<file path="config.mk">
export PLATFORM = sky130hd
export DESIGN_NAME = exe_stage
export DESIGN_NICKNAME = d
export VERILOG_FILES = /design/src/rtl/exe_stage.sv
export SDC_FILE = /design/constraint.sdc
export NUM_CORES = 1
export LEC_CHECK = 0
export CAP_MARGIN = 15
export CORE_ASPECT_RATIO = 1.2
export CORE_MARGIN = 5
export CORE_UTILIZATION = 25
export DETAILED_ROUTE_END_ITERATION = 8
export GPL_ROUTABILITY_DRIVEN = 0
export PLACE_DENSITY = 0.47
export SLEW_MARGIN = 20
export SYNTH_ARGS = -nofsm -noshare
export SYNTH_HDL_FRONTEND = slang
export SYNTH_SLANG_ARGS = --single-unit
</file>
<file path="constraint.sdc">
create_clock -name clk -period 18.6 [get_ports clk]
set_clock_uncertainty 0.2 [all_clocks]
set_input_delay 1.86 -clock clk [delete_from_list [all_inputs] [get_ports clk]]
set_output_delay 1.86 -clock clk [all_outputs]
set_load 0.01 [all_outputs]
</file>
<file path="src/rtl/exe_stage.sv">
// Execute stage of the ARM-subset pipeline: Val2 shifter, ALU, branch adder, NZCV and EXE/MEM registers.
// Optional operand forwarding muxes are enabled with `define FORWARDING_EN.
module exe_stage #(
  parameter int WIDTH = 32
) (
  input  logic             clk,
  input  logic             rst,
  input  logic             freeze,
  input  logic [WIDTH-1:0] PC_in,
  input  logic             wb_enable_in,
  input  logic             mem_read_in,
  input  logic             mem_write_in,
  input  logic             B_in,
  input  logic             S_in,
  input  logic             imm_in,
  input  logic [3:0]       exec_cmd_in,
  input  logic [WIDTH-1:0] val_Rn_in,
  input  logic [WIDTH-1:0] val_Rm_in,
  input  logic [3:0]       Rd_in,
  input  logic [11:0]      shift_operand_in,
  input  logic [23:0]      signed_imm_24_in,
  output logic             branch_taken,
  output logic [WIDTH-1:0] branch_address,
  output logic [3:0]       status_out,
  output logic             wb_enable_out,
  output logic             mem_read_out,
  output logic             mem_write_out,
  output logic [WIDTH-1:0] alu_result_out,
  output logic [WIDTH-1:0] val_Rm_out,
  output logic [3:0]       Rd_out
`ifdef FORWARDING_EN
  ,
  input  logic [1:0]       sel_src1,
  input  logic [1:0]       sel_src2,
  input  logic [WIDTH-1:0] mem_fwd_val,
  input  logic [WIDTH-1:0] wb_fwd_val
`endif
);

  function automatic logic [31:0] ror32(input logic [31:0] x, input logic [4:0] n);
    return (x >> n) | (x << (6'd32 - {1'b0, n}));
  endfunction

  logic [31:0] rn_s;
  logic [31:0] rm_s;
  logic [31:0] val2_s;
  logic [31:0] opb_s;
  logic        cin_sel_s;
  logic        arith_s;
  logic [32:0] sum_s;
  logic [31:0] alu_res_s;
  logic [3:0]  flags_s;

  logic [3:0]  status_r;
  logic        wb_enable_r;
  logic        mem_read_r;
  logic        mem_write_r;
  logic [31:0] alu_result_r;
  logic [31:0] val_Rm_r;
  logic [3:0]  Rd_r;

`ifdef FORWARDING_EN
  // Operand source selection between ID value and the two forwarding paths
  always_comb begin
    rn_s = val_Rn_in;
    rm_s = val_Rm_in;
    case (sel_src1)
      2'b01:   rn_s = mem_fwd_val;
      2'b10:   rn_s = wb_fwd_val;
      default: rn_s = val_Rn_in;
    endcase
    case (sel_src2)
      2'b01:   rm_s = mem_fwd_val;
      2'b10:   rm_s = wb_fwd_val;
      default: rm_s = val_Rm_in;
    endcase
  end
`else
  assign rn_s = val_Rn_in;
  assign rm_s = val_Rm_in;
`endif

  assign branch_taken   = B_in;
  assign branch_address = PC_in + {{6{signed_imm_24_in[23]}}, signed_imm_24_in, 2'b00};

  // Val2 generation: rotated immediate, memory offset, or shifted Rm
  always_comb begin
    val2_s = rm_s;
    if (imm_in) begin
      val2_s = ror32({24'd0, shift_operand_in[7:0]}, {shift_operand_in[11:8], 1'b0});
    end else if (mem_read_in | mem_write_in) begin
      val2_s = {20'd0, shift_operand_in};
    end else begin
      case (shift_operand_in[6:5])
        2'b00:   val2_s = rm_s << shift_operand_in[11:7];
        2'b01:   val2_s = rm_s >> shift_operand_in[11:7];
        2'b10:   val2_s = $signed(rm_s) >>> shift_operand_in[11:7];
        2'b11:   val2_s = ror32(rm_s, shift_operand_in[11:7]);
        default: val2_s = rm_s;
      endcase
    end
  end

  // Adder operand decode; subtraction is Rn + ~Val2 + carry
  always_comb begin
    arith_s   = 1'b0;
    opb_s     = val2_s;
    cin_sel_s = 1'b0;
    case (exec_cmd_in)
      4'b0010: begin arith_s = 1'b1; opb_s = val2_s;  cin_sel_s = 1'b0;        end
      4'b0011: begin arith_s = 1'b1; opb_s = val2_s;  cin_sel_s = status_r[1]; end
      4'b0100: begin arith_s = 1'b1; opb_s = ~val2_s; cin_sel_s = 1'b1;        end
      4'b0101: begin arith_s = 1'b1; opb_s = ~val2_s; cin_sel_s = status_r[1]; end
      default: begin arith_s = 1'b0; opb_s = val2_s;  cin_sel_s = 1'b0;        end
    endcase
  end

  assign sum_s = {1'b0, rn_s} + {1'b0, opb_s} + {32'd0, cin_sel_s};

  // ALU result select and NZCV generation; non-arithmetic ops keep C and V
  always_comb begin
    alu_res_s = 32'd0;
    case (exec_cmd_in)
      4'b0001: alu_res_s = val2_s;
      4'b1001: alu_res_s = ~val2_s;
      4'b0010, 4'b0011, 4'b0100, 4'b0101: alu_res_s = sum_s[31:0];
      4'b0110: alu_res_s = rn_s & val2_s;
      4'b0111: alu_res_s = rn_s | val2_s;
      4'b1000: alu_res_s = rn_s ^ val2_s;
      default: alu_res_s = 32'd0;
    endcase
    flags_s[3] = alu_res_s[31];
    flags_s[2] = (alu_res_s == 32'd0);
    if (arith_s) begin
      flags_s[1] = sum_s[32];
      flags_s[0] = (rn_s[31] == opb_s[31]) && (sum_s[31] != rn_s[31]);
    end else begin
      flags_s[1] = status_r[1];
      flags_s[0] = status_r[0];
    end
  end

  // NZCV status register
  always_ff @(posedge clk) begin
    if (rst) begin
      status_r <= 4'b0000;
    end else if (S_in && !freeze) begin
      status_r <= flags_s;
    end else begin
      status_r <= status_r;
    end
  end

  // EXE/MEM pipeline register, held during memory stalls
  always_ff @(posedge clk) begin
    if (rst) begin
      wb_enable_r  <= 1'b0;
      mem_read_r   <= 1'b0;
      mem_write_r  <= 1'b0;
      alu_result_r <= 32'd0;
      val_Rm_r     <= 32'd0;
      Rd_r         <= 4'd0;
    end else if (!freeze) begin
      wb_enable_r  <= wb_enable_in;
      mem_read_r   <= mem_read_in;
      mem_write_r  <= mem_write_in;
      alu_result_r <= alu_res_s;
      val_Rm_r     <= rm_s;
      Rd_r         <= Rd_in;
    end else begin
      wb_enable_r  <= wb_enable_r;
      mem_read_r   <= mem_read_r;
      mem_write_r  <= mem_write_r;
      alu_result_r <= alu_result_r;
      val_Rm_r     <= val_Rm_r;
      Rd_r         <= Rd_r;
    end
  end

  assign status_out     = status_r;
  assign wb_enable_out  = wb_enable_r;
  assign mem_read_out   = mem_read_r;
  assign mem_write_out  = mem_write_r;
  assign alu_result_out = alu_result_r;
  assign val_Rm_out     = val_Rm_r;
  assign Rd_out         = Rd_r;

endmodule
</file>
## Yosys cells after proc, flatten, opt, wreduce, memory -nomap -nowiden

Index checks and enable logic that the tools add are counted.

| storage, ports and cells | value |
|---|---|
| register bits after elaboration | 75 |
| input port bits | 149 |
| output and inout bits | 108 |
| word-level logic and storage cells | 56 |

| cells by class | value |
|---|---|
| add/sub/neg operators | 5 |
| equality and inequality tests | 14 |
| shifts and indexed selects | 6 |
| muxes and demuxes | 7 |
| bitwise logic cells | 7 |
| reduce and logical (&&, ||, !) cells | 9 |

Operator list:

| kind | count |
|---|---|
| $pmux 32 s6 | 1 |
| $pmux 32 s4 | 1 |
| $mux 32 | 3 |
| $or 32x32->32 | 3 |
| $add 32x32->33 | 1 |
| $add 33x1->33 | 1 |
| $add 32x32->32 | 1 |
| $and 32x32->32 | 1 |
| $logic_not 32->1 | 1 |
| $not 32->32 | 1 |
| $shl 32x5->32 | 1 |
| $shl 32x6->32 | 1 |
| $shl 8x6->32 | 1 |
| $shr 32x5->32 | 1 |
| $shr 8x5->32 | 1 |
| $sshr 32x5->32 | 1 |
| $xor 32x32->32 | 1 |
| $eq 4x3->1 const B | 4 |
| $sub 6x5->6 const A | 2 |
| $eq 4x2->1 const B | 2 |
| $eq 4x4->1 const B | 2 |
| $eq 2x2->1 const B | 2 |
| $eq 4x1->1 const B | 1 |
| $reduce_or 2->1 | 2 |
| other kinds (11) | 12 |

## Logic depth before layout (Yosys ltp)

| depth | value |
|---|---|
| depth after elaboration | 12 |
| gate-level depth with buffers | 29 |
| mapped depth without buffers | 22 |

## Least setup slack after synthesis

No wires, ideal clock.

| timing path | value |
|---|---|
| kind | input to register |
| start | input port shift_operand_in[9] |
| end | register status_r[2] (netlist: status_out[2]) |
| setup time | 88 ps |
| arrival time | 8176 ps |
| required time | 18312 ps |
| slack | 10136 ps |
| cell stages on the path | 27 |
| path buffers | 6 |
| cell sequence | buf_2 inv_1 clkbuf_1 clkbuf_1 buf_2 ha_1 and2b_1 xnor2_2 buf_2 clkbuf_1 mux4_2 o211a_1 o21ai_0 a21boi_0 xnor2_1 ha_1 a21o_1 a21o_1 a211oi_1 o211ai_1 a221oi_1 o21ai_0 a211o_1 xor2_1 a211oi_1 nand4_1 o32ai_2 |

| between the ends | value |
|---|---|
| word-level cells in the longest chain between the ends | 12 |
| elaborated cells between the ends (all ways) | 22 |

RTL lines:

| element | line | source |
|---|---|---|
| start, declared | 20 | `input logic [11:0] shift_operand_in,` |
| $sub 6x5->6 | 41 | `return (x >> n) \| (x << (6'd32 - {1'b0, n}));` |
| $shl 32x6->32 | 41 |  |
| $or 32x32->32 | 41 |  |
| $pmux 32 s4 | 94 | `case (shift_operand_in[6:5])` |
| $mux 32 | 91 | `end else if (mem_read_in \| mem_write_in) begin` |
| $mux 32 (*) | 89 | `if (imm_in) begin` |
| $not 32->32 | 112, 113, 125 |  |
| $mux 32 | n/a |  |
| $add 32x32->33 | 118 | `assign sum_s = {1'b0, rn_s} + {1'b0, opb_s} + {32'd0, cin_sel_s};` |
| $add 33x1->33 | 118 |  |
| $pmux 32 s6 (*) | 123 | `case (exec_cmd_in)` |
| $logic_not 32->1 (*) | 133 | `flags_s[2] = (alu_res_s == 32'd0);` |
| end signal, assigned | 148 | `status_r <= flags_s;` |
| end signal, assigned | 150 | `status_r <= status_r;` |
| end, declared | 54 | `logic [3:0] status_r;` |

Every way passes the cells marked *; elsewhere a longest branch is shown, timed or not.
A chain may end at the register's enable or synchronous reset.

## Worst setup path in the final report

Ends and elaborated chain as after synthesis.

==> metrics.cfg <==
[status]
status=complete, no violations

[die]
initial_core_util_pct=25.1
rows=105
dieArea_mm2=0.0736
core_area_mm2=0.0681
die_w_um=248
die_h_um=296
io_pins=257

[run]
cap_violations=0

[sta]
finalSetupViolations=0
tns_ps=0
hold_slack_ps=268
timing.fmax_mhz=102
min_period_ps=9780
relSlewSlack_pct=25.5
hold_viol_final=0
finalMaxSlewViolations=0
worst_pin_slew_ps=1120
finalCritPeriodShare_pct=52.6
rsz0062_at_grt=false

[layout]
postLayoutCoreUtil_pct=30.0
syn_to_final_growth_pct=19.6
design_area_mm2=0.0204
final_common_cell=clkdlybuf4s50_1
drive_gt1_share_pct=11.1
multi_input_area_mm2=0.0143
num-fill-cells=7400
nNetsFinal=2558
mostFrequentLayoutCells=clkdlybuf4s50_1, nor2_1, nand2_1
seq_area_mm2=0.00150

[placed_design]
dp_hpwl_um=68000
postPlaceCellArea_mm2=0.0201
numPortBuffers=250

[critical_path]
crit_type=in2reg
crit_arrival_ps=9850
cp_max_fo=42
cp-start-kind=input port
end_kind=flop
r2r_slack_ps=13710
required_ps=18670

[clocking]
clock_latency_ps=360
clk_path_buf_depth=2
h-tree-depth=3
hold_buffers=0
cts_tree=yes
cts_buffers=9
postCtsSetupRepairBufs=0
cts_resized=0
cts_root_buf=clkbuf_16
path_clk_slew_ps=60
cts_sinks=75

[route]
drt-initial-drc-count=2733
route.vias.total=19270
antenna_left=0
routed_wl_um=89200
routedWlPerCell_um=27.9
drt_pre_antenna_iters=6
vias_per_cell=6.03
drc=0

[synthesis]
synth_seq_cells=75
syn_nets=2456
synth_cell_types=103
synthFlopType=dfxtp_1
synth_cells=2177
synthArstFlopShare_pct=0
synth.avg_cell_area_um2=7.84
syn_area_mm2=0.0171
ys_seq_area_share_pct=8.80
yosysWarnings=0
synth_edf_count=0

[global_routing]
grt-ovfl-total=0
grt_start_max_net_pins=72
antenna_found_initial=6
grt_pass1_wl_um=129000
grt_pass1_vias=18433
grt.total_usage_pct=22.9

[min_path]
min_path_type=reg2reg

[power_and_ir_drop]
peakVddDrop_mv=0.0441
powerDensity_mw_per_mm2=52.4
leakage_nw=8.08

-- routing by layer --
| metal | up-vias | global-route usage (%) | wire, um |
|---|---|---|---|
| li1 | 8435 | - | - |
| met1 | 9264 | 27.4 | 33300 |
| met2 | 1237 | 38.8 | 41800 |
| met3 | 328 | 4.72 | 7920 |
| met4 | 6 | 12.3 | 6130 |
| met5 | - | 0 | 46 |
-- final cells by class --
class                   count  area share, %
inverters                  92           1.69
diodes                      3         0.0368
well taps                 909           5.57
multi-input cells        1805           70.0
clock inverters             6          0.441
clock buffers              10           1.12
repair buffers            296           13.8
flip-flops and latches     75           7.36
-- stage by stage --
stage / std cells / setup slack, ps / total power, W
finish: 3196 / 8820 / 0.00107
global route: 3193 / 8550 / 0.00112
CTS: 3193 / 9040 / 0.00106
detailed placement: 3177 / 8670 / 0.000860
global placement: 3177 / 8860 / 0.000858
floorplan: 2177 / 10140 / 0.000604
-- critical path, stage by stage --
cell and delay, ps:
buf_2 100, buf_4 280, inv_1 290, buf_4 530
ha_1 820, and2b_1 330, xnor2_2 140, buf_4 350
nand3_1 150, a31oi_1 650, o22ai_1 280, buf_4 250
xnor2_1 130, ha_1 370, a21o_1 240, a211o_1 280
a211oi_1 450, o211ai_1 230, a221oi_1 400, o21ai_0 320
a211o_1 380, xor2_1 160, a211oi_1 470, nand4_1 180
o32ai_2 130
-- where the power goes --
part	switching, W	leakage [nW]	total, W	internal (W)
registers	0.00000665	0.619	0.000179	0.000172
clock network	0.0000755	0.153	0.000193	0.000118
logic	0.000415	7.31	0.000697	0.000281
-- path summary, 6_finish.rpt --
kind                                        start                               to  depth (start not counted)
hold reg to reg   alu_result_out[14]$_SDFFE_PP0N_  alu_result_out[14]$_SDFFE_PP0N_                          2
hold / removal    alu_result_out[14]$_SDFFE_PP0N_  alu_result_out[14]$_SDFFE_PP0N_                          2
setup reg to reg       status_out[1]$_SDFFE_PP0P_       status_out[2]$_SDFFE_PP0P_                         15
setup / recovery              shift_operand_in[9]       status_out[2]$_SDFFE_PP0P_                         25
-- registers in the layout (all words and copies together), names as in the netlist --
name / cells
alu_result_out: 32
val_Rm_out: 32
Rd_out: 4
status_out: 4
mem_read_out: 1
mem_write_out: 1
wb_enable_out: 1
-- kinds of logic (layout without fill, tap and decap cells) --
family / Yosys count / after routing / share of synthesized area, %
AOI/OAI and AO/OA: 656 / 656 / 27.9
xor gates and xnor gates: 91 / 91 / 4.72
adders and majority gates: 130 / 130 / 9.67
buffers and inverters: 297 / 404 / 7.70
DFF: 75 / 75 / 8.80
muxes: 302 / 302 / 24.1
other: 0 / 3 / 0
and+or+nand+nor: 626 / 626 / 17.1
-- synthesized netlist by cell type, types with 9 or more instances --
cell / number / area (um2)
a21oi_1: 108 / 541
nor2_1: 209 / 785
a211oi_1: 47 / 353
nor2b_1: 21 / 131
nor4_1: 10 / 62.6
or3_1: 11 / 68.8
a22oi_1: 32 / 240
nand4_1: 16 / 100
mux4_2: 80 / 1800
buf_2: 38 / 190
a221o_1: 20 / 200
or2_2: 11 / 68.8
o221ai_1: 9 / 78.8
o21ai_0: 115 / 576
a22o_1: 12 / 105
nand3_1: 40 / 200
xnor2_1: 55 / 482
nand2_1: 178 / 668
a221oi_1: 27 / 236
mux2i_1: 164 / 1640
nand2b_1: 27 / 169
dfxtp_1: 75 / 1500
buf_1: 18 / 67.6
o31ai_1: 10 / 75.1
o211ai_1: 22 / 165
nor3_1: 44 / 220
mux2_2: 51 / 574
a211o_1: 12 / 105
and2_1: 14 / 87.6
o21a_1: 25 / 188
ha_1: 127 / 1590
inv_1: 88 / 330
a21o_1: 34 / 255
o22ai_1: 22 / 138
clkbuf_1: 130 / 488
xor2_1: 35 / 307
o21bai_1: 10 / 75.1
a31oi_1: 22 / 138
Note: power is estimated with default switching activity, not from simulation.
